<file path="config.mk">
export PLATFORM = sky130hd
export DESIGN_NAME = pred_update_queue
export DESIGN_NICKNAME = d
export VERILOG_FILES = /design/src/rtl/pred_update_queue.sv
export SDC_FILE = /design/constraint.sdc
export NUM_CORES = 1
export LEC_CHECK = 0
export CORE_MARGIN = 10
export CORE_UTILIZATION = 60
export CTS_CLUSTER_DIAMETER = 80
export DETAILED_ROUTE_END_ITERATION = 10
export GPL_TIMING_DRIVEN = 1
export PLACE_DENSITY = 0.82
export SLEW_MARGIN = 5
export SYNTH_ARGS = -nofsm -noshare
export SYNTH_HDL_FRONTEND = slang
export SYNTH_SLANG_ARGS = --single-unit
</file>
<file path="constraint.sdc">
create_clock -name clk -period 13.4 [get_ports clk]
set_input_delay 3.35 -clock clk [delete_from_list [all_inputs] [get_ports clk]]
set_output_delay 3.35 -clock clk [all_outputs]
set_load 0.1 [all_outputs]
</file>
<file path="src/rtl/pred_update_queue.sv">
// Branch-predictor update queue: buffers up to two resolved branches per cycle from commit
// and drains one entry per cycle into the predictor's registered update ports.
module pred_update_queue #(
  parameter int DEPTH  = 8,
  parameter int PTRLEN = $clog2(DEPTH)
) (
  input  logic              clk,
  input  logic              reset,
  input  logic              push_valid_0,
  input  logic [31:0]       push_pc_0,
  input  logic [2:0]        push_type_0,
  input  logic              push_taken_0,
  input  logic [31:0]       push_target_0,
  input  logic              push_mispred_0,
  input  logic              push_valid_1,
  input  logic [31:0]       push_pc_1,
  input  logic [2:0]        push_type_1,
  input  logic              push_taken_1,
  input  logic [31:0]       push_target_1,
  input  logic              push_mispred_1,
  output logic              push_ready,
  output logic              update_orien_en,
  output logic [31:0]       retire_pc,
  output logic              right_orien,
  output logic              branch_mistaken,
  output logic [31:0]       wrong_pc,
  output logic [31:0]       right_target,
  output logic [2:0]        ins_type_w,
  output logic [PTRLEN:0]   occupancy
);

  localparam logic [2:0]      BR_NOP    = 3'd0;
  localparam logic [2:0]      BR_COND   = 3'd1;
  localparam logic [PTRLEN:0] READY_MAX = (PTRLEN+1)'(DEPTH - 2);

  typedef struct packed {
    logic [31:0] pc;
    logic [31:0] target;
    logic [2:0]  typ;
    logic        taken;
    logic        mispred;
  } entry_t;

  entry_t              mem_r [DEPTH];
  logic [PTRLEN-1:0]   wr_ptr_r;
  logic [PTRLEN-1:0]   rd_ptr_r;

  entry_t              lane0_s;
  entry_t              lane1_s;
  entry_t              head_s;
  logic                useful0_s;
  logic                useful1_s;
  logic                pop_s;
  logic [PTRLEN-1:0]   wr_ptr1_s;
  logic [PTRLEN-1:0]   wr_ptr_next_s;
  logic [PTRLEN:0]     push_cnt_s;
  logic [PTRLEN:0]     occ_next_s;

  // BR_NOP is excluded even when flagged mispredicted.
  function automatic logic is_useful(input logic [2:0] typ, input logic mispred);
    return (typ != BR_NOP) && ((typ == BR_COND) || mispred);
  endfunction

  // Lane filtering, write addressing and next occupancy.
  always_comb begin
    lane0_s       = '{pc: push_pc_0, target: push_target_0, typ: push_type_0,
                      taken: push_taken_0, mispred: push_mispred_0};
    lane1_s       = '{pc: push_pc_1, target: push_target_1, typ: push_type_1,
                      taken: push_taken_1, mispred: push_mispred_1};
    useful0_s     = push_valid_0 && push_ready && is_useful(push_type_0, push_mispred_0);
    useful1_s     = push_valid_1 && push_ready && is_useful(push_type_1, push_mispred_1);
    pop_s         = (occupancy != '0);
    head_s        = mem_r[rd_ptr_r];
    wr_ptr1_s     = wr_ptr_r + PTRLEN'(useful0_s);
    push_cnt_s    = (PTRLEN+1)'(useful0_s) + (PTRLEN+1)'(useful1_s);
    wr_ptr_next_s = wr_ptr_r + PTRLEN'(push_cnt_s);
    occ_next_s    = occupancy + push_cnt_s - (PTRLEN+1)'(pop_s);
  end

  // Entry storage; contents need no reset since pointers define validity.
  always_ff @(posedge clk) begin
    if (!reset) begin
      if (useful0_s) begin
        mem_r[wr_ptr_r] <= lane0_s;
      end
      if (useful1_s) begin
        mem_r[wr_ptr1_s] <= lane1_s;
      end
    end
  end

  // Pointers, occupancy, readiness and the registered predictor update port.
  always_ff @(posedge clk) begin
    if (reset) begin
      wr_ptr_r        <= '0;
      rd_ptr_r        <= '0;
      occupancy       <= '0;
      push_ready      <= 1'b1;
      update_orien_en <= 1'b0;
      retire_pc       <= 32'h0000_0000;
      right_orien     <= 1'b0;
      branch_mistaken <= 1'b0;
      wrong_pc        <= 32'h0000_0000;
      right_target    <= 32'h0000_0000;
      ins_type_w      <= 3'd0;
    end else begin
      wr_ptr_r   <= wr_ptr_next_s;
      occupancy  <= occ_next_s;
      push_ready <= (occ_next_s <= READY_MAX);
      if (pop_s) begin
        rd_ptr_r        <= rd_ptr_r + PTRLEN'(1);
        update_orien_en <= (head_s.typ == BR_COND);
        retire_pc       <= head_s.pc;
        right_orien     <= head_s.taken;
        branch_mistaken <= head_s.mispred;
        wrong_pc        <= head_s.pc;
        right_target    <= head_s.target;
        ins_type_w      <= head_s.typ;
      end else begin
        // Empty: drop the enables, keep the data fields as they were.
        update_orien_en <= 1'b0;
        branch_mistaken <= 1'b0;
      end
    end
  end

endmodule

</file>
# After elaboration in Yosys (flattened, before gate mapping)
# Memories as Yosys holds them, arrays and structs flattened. A register that Yosys moved wholly into a read port is not among the register bits.
# Index checks and enable logic that the tools add are counted.
word_totals:
  ff_bits: 81
  ram_bits: 552
  word_cells: 42
  mem_count: 1
  out_inout_bits: 107
mem_list:
  columns: ["name", "words", "width", "read_ports", "rd_clocked_by_memory_dff", "wr", "line_no", "text"]
  rows:
  - ["mem_r", 8, 69, 1, 1, 2, "44", "entry_t mem_r [DEPTH];"]
op_classes:
  n_mux: 8
  n_bitwise: 1
  n_addsub: 6
  magnitude_cmp: 1
  eq_ne: 3
  reduce_logical: 12
op_table:
  columns: ["cell", "count"]
  rows:
  - ["== test 3 x 1 -> 1 bit, second input constant", 3]
  - ["logical AND 1 bit", 6]
  - ["2-to-1 mux 1 bit", 6]
  - ["2-to-1 mux 3 bit", 2]
  - ["nonzero test 3 bit", 2]
  - ["adder 4 x 2 -> 4 bit", 1]
  - ["less-or-equal comparator 4 x 3 -> 1 bit, second input constant", 1]
  - ["nonzero test 4 bit", 1]
  - ["subtractor 4 x 1 -> 4 bit", 1]
  - ["adder 3 x 1 -> 3 bit", 1]
  - ["adder 3 x 1 -> 3 bit, second input constant", 1]
  - ["adder 3 x 2 -> 3 bit", 1]
  - ["adder 1 x 1 -> 2 bit", 1]
  - ["logical OR 1 bit", 2]
  - ["OR reduction 2 bit", 1]
  - ["NOT 1 bit", 1]

# Longest topological paths before layout
# Gate-level depths: netlist of the first run.
logic_depth:
  word_depth: 8
  mapped_depth: 13

# Least setup slack after synthesis of the first run
# Ideal clock, no wire load.
synth_path:
  path_type: "input port to flip-flop"
  start: "input port push_type_0[2]"
  end: "memory mem_r[1][0] (netlist bit), enable pin"
  setup_time_ns: 0.591
  t_arrival_ns: 9.051
  path_stages: 4
  setup_slack_ns: 3.758
  cell_sequence: "or3b_2 > a21oi_1 > nand2_1 > o21ai_0"
synth_lines:
  columns: ["item", "line_no", "text"]
  rows:
  - ["start: declaration", "11", "input logic [2:0] push_type_0,"]
  - ["end: declaration", "44", null]

==> run_results.csv, run 1 <==
group,metric,value,unit
sta,slew_headroom,0.138,
critical_path,rr_startpoint,"push_ready",
cells_and_area,final_cell_mix,"edfxtp_1 (552), mux2_2 (544), mux2i_1 (260)",
clock_tree,cts_root_buf,"clkbuf_16",
grt,grt_antenna_before_repair,7,
sta,skew,13.0,ps
sta,min_period,7480,ps
critical_path,reg2reg_depth,8,
drt,first_pass_iters,5,
critical_path,cp-end-kind,"register",
sta,clock.fmax,134,MHz
grt,use_met1,0.320,
clock_tree,post-cts-setup-buffers,0,
logic_synthesis,ys_top_cells_by_area,"edfxtp_1 (54%), mux2_2 (20%), mux2i_1 (8.5%), dfxtp_1 (5.5%), o22ai_1 (2.7%)",
critical_path,cp.required,13620,ps
logic_synthesis,syn_avg_cell_area,14.8,um^2
grt,grt_use_total,0.252,
place,placed_area,0.0335,mm^2
min_path,hp-class,"register to register",
logic_synthesis,ys_dominant_reg_cell,"edfxtp_1",
clock_tree,cts_tree,"built",
cells_and_area,fillers,3273,
critical_path,critPathMostFrequentCell,"buf_4",
sta,fin_crit_sh,0.558,
logic_synthesis,yosysWarnings,0,
place,place_hpwl,43400,um
power_and_ir_drop,p_per_area,193,mW/mm^2
min_path,min_from,"ins_type_w[0]",
critical_path,critical_path.cell_chain,"clkdlybuf4s50_1 -> or3b_2 -> a21oi_1 -> ha_1 -> nor2b_1 -> and4_4 -> buf_4 -> o21bai_4 -> buf_4",
clock_tree,htree_levels,3,
drt,drt-total-wl,77700,um
clock_tree,cts.reportedPaths.clkPinSlew,60,ps
cells_and_area,drive_above_1_share,0.302,
floorplanning,initial_core_util,0.608,
sta,maxSlewViolCount,0,
logic_synthesis,synth_top_area_cell,"edfxtp_1",
critical_path,max_stage_delay,770,ps
floorplanning,die_x,246,um
floorplanning,coreArea,0.0504,mm^2
critical_path,arrival,7700,ps
logic_synthesis,seq_area_frac_synth,0.596,
logic_synthesis,synth_nets,2221,
drt,ant_nets,0,
logic_synthesis,synth-seq-cells,636,
grt,met2_usage,0.423,
grt,grt_busiest_layer,"met2",
min_path,hold_end,"ins_type_w[0]",
clock_tree,cts_made_buffers,66,
critical_path,worst-setup-path-type,"primary input to register",
place,dp_slack,5350,ps
drt,drt_iter0_drc,1704,
logic_synthesis,ys_types,43,
clock_tree,clock_sinks,636,
floorplanning,dieArea,0.0605,mm^2
floorplanning,fp-row-count,82,
logic_synthesis,syn_area,0.0306,mm^2
critical_path,r2r_slack,9190,ps
sta,worst_slew_pin_slew,1290,ps
clock_tree,cts_resized,0,
logic_synthesis,synth-edff-count,552,
logic_synthesis,postSynthCellCount,2066,
sta,timing.final.ws_setup,5920,ps
grt,grt_pass1_vias,19718,
drt,viasPerCell,6.38,
drt,drc,0,
clock_tree,insertion_delay,590,ps
clock_tree,holdBufCountCts,0,
grt,gr-total-overflow,0,
grt,grt_pass1_wl,118000,um
clock_tree,cts_buffer_depth,3,
sta,finalSetupTns,0,ps
grt,grt_max_degree,136,
sta,hold_violations,0,
critical_path,worstPathMaxFanout,36,
place,gp_congestion,0.796,
cells_and_area,area_delta_synth_final,16.0,%
drt,num_vias,18906,
sta,rsz0062_at_grt,"no",
cells_and_area,final_area,0.0356,mm^2
drt,avgRoutedWirePerCell,26.2,um
status,outcome,"finished clean",
grt,grtUsageMet3,0.0527,
sta,setup_viol,0,
power_and_ir_drop,ir_drop,201,uV
cells_and_area,final_common_cell,"edfxtp_1",
critical_path,cp_slowest_cell,"and4_4",
floorplanning,die_h,246,um
critical_path,rr_endpoint,"mem_r[3][22]",
power_and_ir_drop,leakage,11.8,nW
logic_synthesis,synth_top_area_frac,0.541,
logic_synthesis,async_reset_ff_frac,0,
job,cap_violations,0,
min_path,holdPathStages,2,
place,port_buffers,248,
critical_path,crit_path_start_kind,"primary input",
cells_and_area,finalNetCount,2389,
floorplanning,io_pins,249,
-- cells in the mapped netlist (2+ instances only) --
| library cell | n |
|---|---|
| a21o_1 | 2 |
| a21oi_1 | 3 |
| buf_1 | 6 |
| buf_2 | 83 |
| buf_4 | 33 |
| buf_6 | 8 |
| clkbuf_1 | 46 |
| dfxtp_1 | 84 |
| edfxtp_1 | 552 |
| fa_1 | 2 |
| ha_1 | 11 |
| inv_1 | 11 |
| mux2_1 | 12 |
| mux2_2 | 544 |
| mux2i_1 | 260 |
| mux4_2 | 7 |
| nand2_1 | 9 |
| nand2b_1 | 4 |
| nand3_1 | 4 |
| nand3b_1 | 3 |
| nor2_1 | 80 |
| nor2b_1 | 6 |
| nor3_1 | 132 |
| o2111ai_1 | 2 |
| o21ai_0 | 8 |
| o22ai_1 | 130 |
| or3_1 | 3 |
| xnor2_1 | 4 |
| xor2_1 | 3 |
-- worst max-delay path by stage --
stage                    from  slack, ps           end
2_1_floorplan  push_type_0[2]       3760   mem_r[1][0]
3_3_place_gp   push_type_0[0]       5440  mem_r[3][20]
3_5_place_dp   push_type_0[0]       5350  mem_r[3][18]
4_1_cts        push_type_0[0]       5940  mem_r[3][22]
5_1_grt        push_type_0[0]       5750  mem_r[3][22]
6_report       push_type_0[0]       5920  mem_r[3][22]
-- worst max-delay path: cells and delay by family --
kind                       cells  cell delay [ps]
AOI/OAI and AO/OA              2              560
adders and majority gates      1              200
buffers and inverters          3             1770
and+or+nand+nor                3             1770
-- metrics by stage --
stage | power (mW) | utilization | instances | hold WS, ps
global route | 7.09 | 0.706 | 2962 | 508
floorplan | 4.46 | - | 2066 | 450
detailed placement | 5.11 | 0.664 | 2838 | 472
finish | 6.86 | 0.706 | 2965 | 484
global placement | 5.06 | 0.664 | 2838 | 447
CTS | 6.88 | 0.706 | 2959 | 483
-- sequential cells by signal, summed over array words and instances, names as in the netlist, named ones only --
register,flops
branch_mistaken,1
ins_type_w,3
mem_r,552
occupancy,4
push_ready,1
rd_ptr_r,3
right_orien,1
right_target,32
update_orien_en,1
wr_ptr_r,3
wrong_pc,32
-- routing by layer --
metal  part of all wire  wire [um]
met1               0.40      30800
met2               0.50      39100
met3              0.078       6070
met4              0.022       1700
met5            0.00035         27
-- cells by family after synthesis --
logic type                 count (synthesis)  share of synthesized area
buffers and inverters                    188                     0.0324
and+or+nand+nor                          248                     0.0385
muxes                                    823                      0.294
xor gates and xnor gates                   7                    0.00200
DFF                                      636                      0.596
adders and majority gates                 13                    0.00580
AOI/OAI and AO/OA                        151                     0.0311
-- area by class of cell --
cell class / count / area (um^2) / area share
Antenna cell: 6 / 15.0 / 0.000422
Clock buffer: 95 / 1920 / 0.0539
Timing Repair Buffer: 276 / 2700 / 0.0760
Multi-Input combinational cell: 1242 / 11600 / 0.326
Tap cell: 672 / 841 / 0.0236
Inverter: 12 / 46.3 / 0.00130
Sequential cell: 636 / 18300 / 0.514
Clock inverter: 26 / 168 / 0.00472
-- power by group --
group / switching, mW / internal (mW)
registers: 0.115 / 2.32
logic: 1.84 / 0.806
clock network: 0.750 / 1.03
(Power assumes the default switching activity.)
==> inputs of run 2 (changes only) <==
--- a/config.mk
+++ b/config.mk
@@ -6,11 +6,11 @@
 export NUM_CORES = 1
 export LEC_CHECK = 0
 export CORE_MARGIN = 10
-export CORE_UTILIZATION = 60
+export CORE_UTILIZATION = 53
 export CTS_CLUSTER_DIAMETER = 80
 export DETAILED_ROUTE_END_ITERATION = 10
 export GPL_TIMING_DRIVEN = 1
-export PLACE_DENSITY = 0.82
+export PLACE_DENSITY = 0.77
 export SLEW_MARGIN = 5
 export SYNTH_ARGS = -nofsm -noshare
 export SYNTH_HDL_FRONTEND = slang
==> constraint.sdc (replaced) <==
create_clock -name clk -period 6.7 [get_ports clk]
set_input_delay 1.675 -clock clk [delete_from_list [all_inputs] [get_ports clk]]
set_output_delay 1.675 -clock clk [all_outputs]
set_load 0.1 [all_outputs]
==> run_results.csv, run 2 (synthesis gave the netlist of run 1 again) <==
group,metric,value,unit
cells_and_area,drive_above_1_share,0.312,
cells_and_area,final_area,0.0360,mm^2
sta,fin_crit_sh,0.788,
grt,grt_pass1_wl,119000,um
grt,grt_antenna_before_repair,9,
power_and_ir_drop,power,13.9,mW
place,dp_cells,2936,
floorplanning,fp-row-count,88,
clock_tree,cts_tree,"built",
grt,grt_use_total,0.228,
critical_path,critical-path-top-delay-family,"simple AND/OR/NAND/NOR gates",
sta,timing.final.ws_setup,1420,ps
min_path,hp-class,"register to register",
place,gp_congestion,0.777,
floorplanning,initial_core_util,0.533,
floorplanning,dieArea,0.0678,mm^2
sta,clock.fmax,189,MHz
drt,first_pass_iters,5,
place,dp_slack,890,ps
cells_and_area,regMostFlops,"mem_r",
critical_path,crit_path_start_kind,"primary input",
grt,grt_pass1_vias,19512,
floorplanning,io_pins,249,
critical_path,cp-end-kind,"register",
place,placed_area,0.0337,mm^2
floorplanning,die_h,260,um
sta,whs,484,ps
drt,num_vias,18653,
sta,slew_headroom,0.229,
sta,setup_viol,0,
sta,min_period,5280,ps
critical_path,worst-setup-path-type,"primary input to register",
place,port_buffers,248,
clock_tree,insertion_delay,600,ps
cells_and_area,area_delta_synth_final,17.5,%
cells_and_area,largest_register_ffs,552,
job,cap_violations,0,
cells_and_area,finalNetCount,2396,
sta,maxSlewViolCount,0,
cells_and_area,layout.cells.non_filler,3065,
sta,finalSetupTns,0,ps
drt,ant_nets,0,
power_and_ir_drop,leakage,11.9,nW
cells_and_area,post-route-util,0.626,
drt,drc,0,
power_and_ir_drop,p_per_area,386,mW/mm^2
floorplanning,die_x,260,um
grt,gr-total-overflow,0,
cells_and_area,largest_registers,"mem_r (552), right_target (32), wrong_pc (32)",
critical_path,cp.required,6930,ps
critical_path,arrival,5510,ps
status,outcome,"finished clean",
critical_path,critPathMostFrequentCell,"ha_1",
clock_tree,cts_root_buf,"clkbuf_16",
drt,avgRoutedWirePerCell,25.5,um
clock_tree,cts.reportedPaths.clkPinSlew,60,ps
floorplanning,coreArea,0.0575,mm^2
cells_and_area,final_common_cell,"edfxtp_1",
place,place_hpwl,45400,um
sta,hold_violations,0,
drt,drt_iter0_drc,1623,
drt,viasPerCell,6.09,
clock_tree,cts_resized,0,
clock_tree,holdBufCountCts,0,
clock_tree,htree_levels,3,
sta,rsz0062_at_grt,"no",
clock_tree,cts_made_buffers,68,
clock_tree,clock_sinks,636,
critical_path,max_stage_delay,630,ps
drt,drt-total-wl,78000,um
sta,skew,31.4,ps
cells_and_area,final_cell_mix,"edfxtp_1 (552), mux2_2 (544), mux2i_1 (260)",
sta,worst_slew_pin_slew,1160,ps
clock_tree,cts_buffer_depth,3,
critical_path,critPathBufInv,2,
clock_tree,post-cts-setup-buffers,0,
power_and_ir_drop,ir_drop,524,uV
critical_path,critical_path.cell_chain,"clkdlybuf4s50_1 -> or3b_2 -> a21oi_1 -> ha_1 -> ha_1 -> xnor2_1 -> nor2_1 -> nand3_4 -> o21ai_4 -> buf_12",
grt,grt_max_degree,129,
critical_path,worstPathMaxFanout,53,
critical_path,cp_slowest_cell,"clkdlybuf4s50_1",
-- run 2: final timing paths --
| path | start | to | slack [ps] | cells after the start |
|---|---|---|---|---|
| setup reg to reg | push_ready | mem_r[5][25] | 2870 | 9 |
| hold reg to reg | ins_type_w[0] | ins_type_w[0] | 480 | 2 |
| hold / removal | ins_type_w[0] | ins_type_w[0] | 480 | 2 |
| setup / recovery | push_type_0[0] | mem_r[5][25] | 1420 | 10 |
-- run 2: layout make-up --
cell class	instances	area (um^2)
antenna	6	15.0
clock buffer	94	1950
clock inverter	29	288
fill	4276	21500
inverter	12	46.3
multi-input combinational	1242	11600
sequential	636	18300
tap	765	957
timing repair buffer	281	2870
-- run 2: per-layer routing --
layer | track usage | part of all wire
met3 | 0.0461 | 0.084
met1 | 0.296 | 0.41
met4 | 0.0628 | 0.020
met2 | 0.382 | 0.49
met5 | 0 | 0.00053
-- run 2: where the power goes --
part,internal (mW),switching [mW]
Combinational,1.61,3.65
Sequential,4.64,0.253
Clock,2.24,1.52
-- run 2: worst min-delay path: cells and delay by family (launching register included) --
| family | cells | cell delay (ps) |
|---|---|---|
| AND/OR/NAND/NOR | 2 | 130 |
| flip-flops | 1 | 310 |
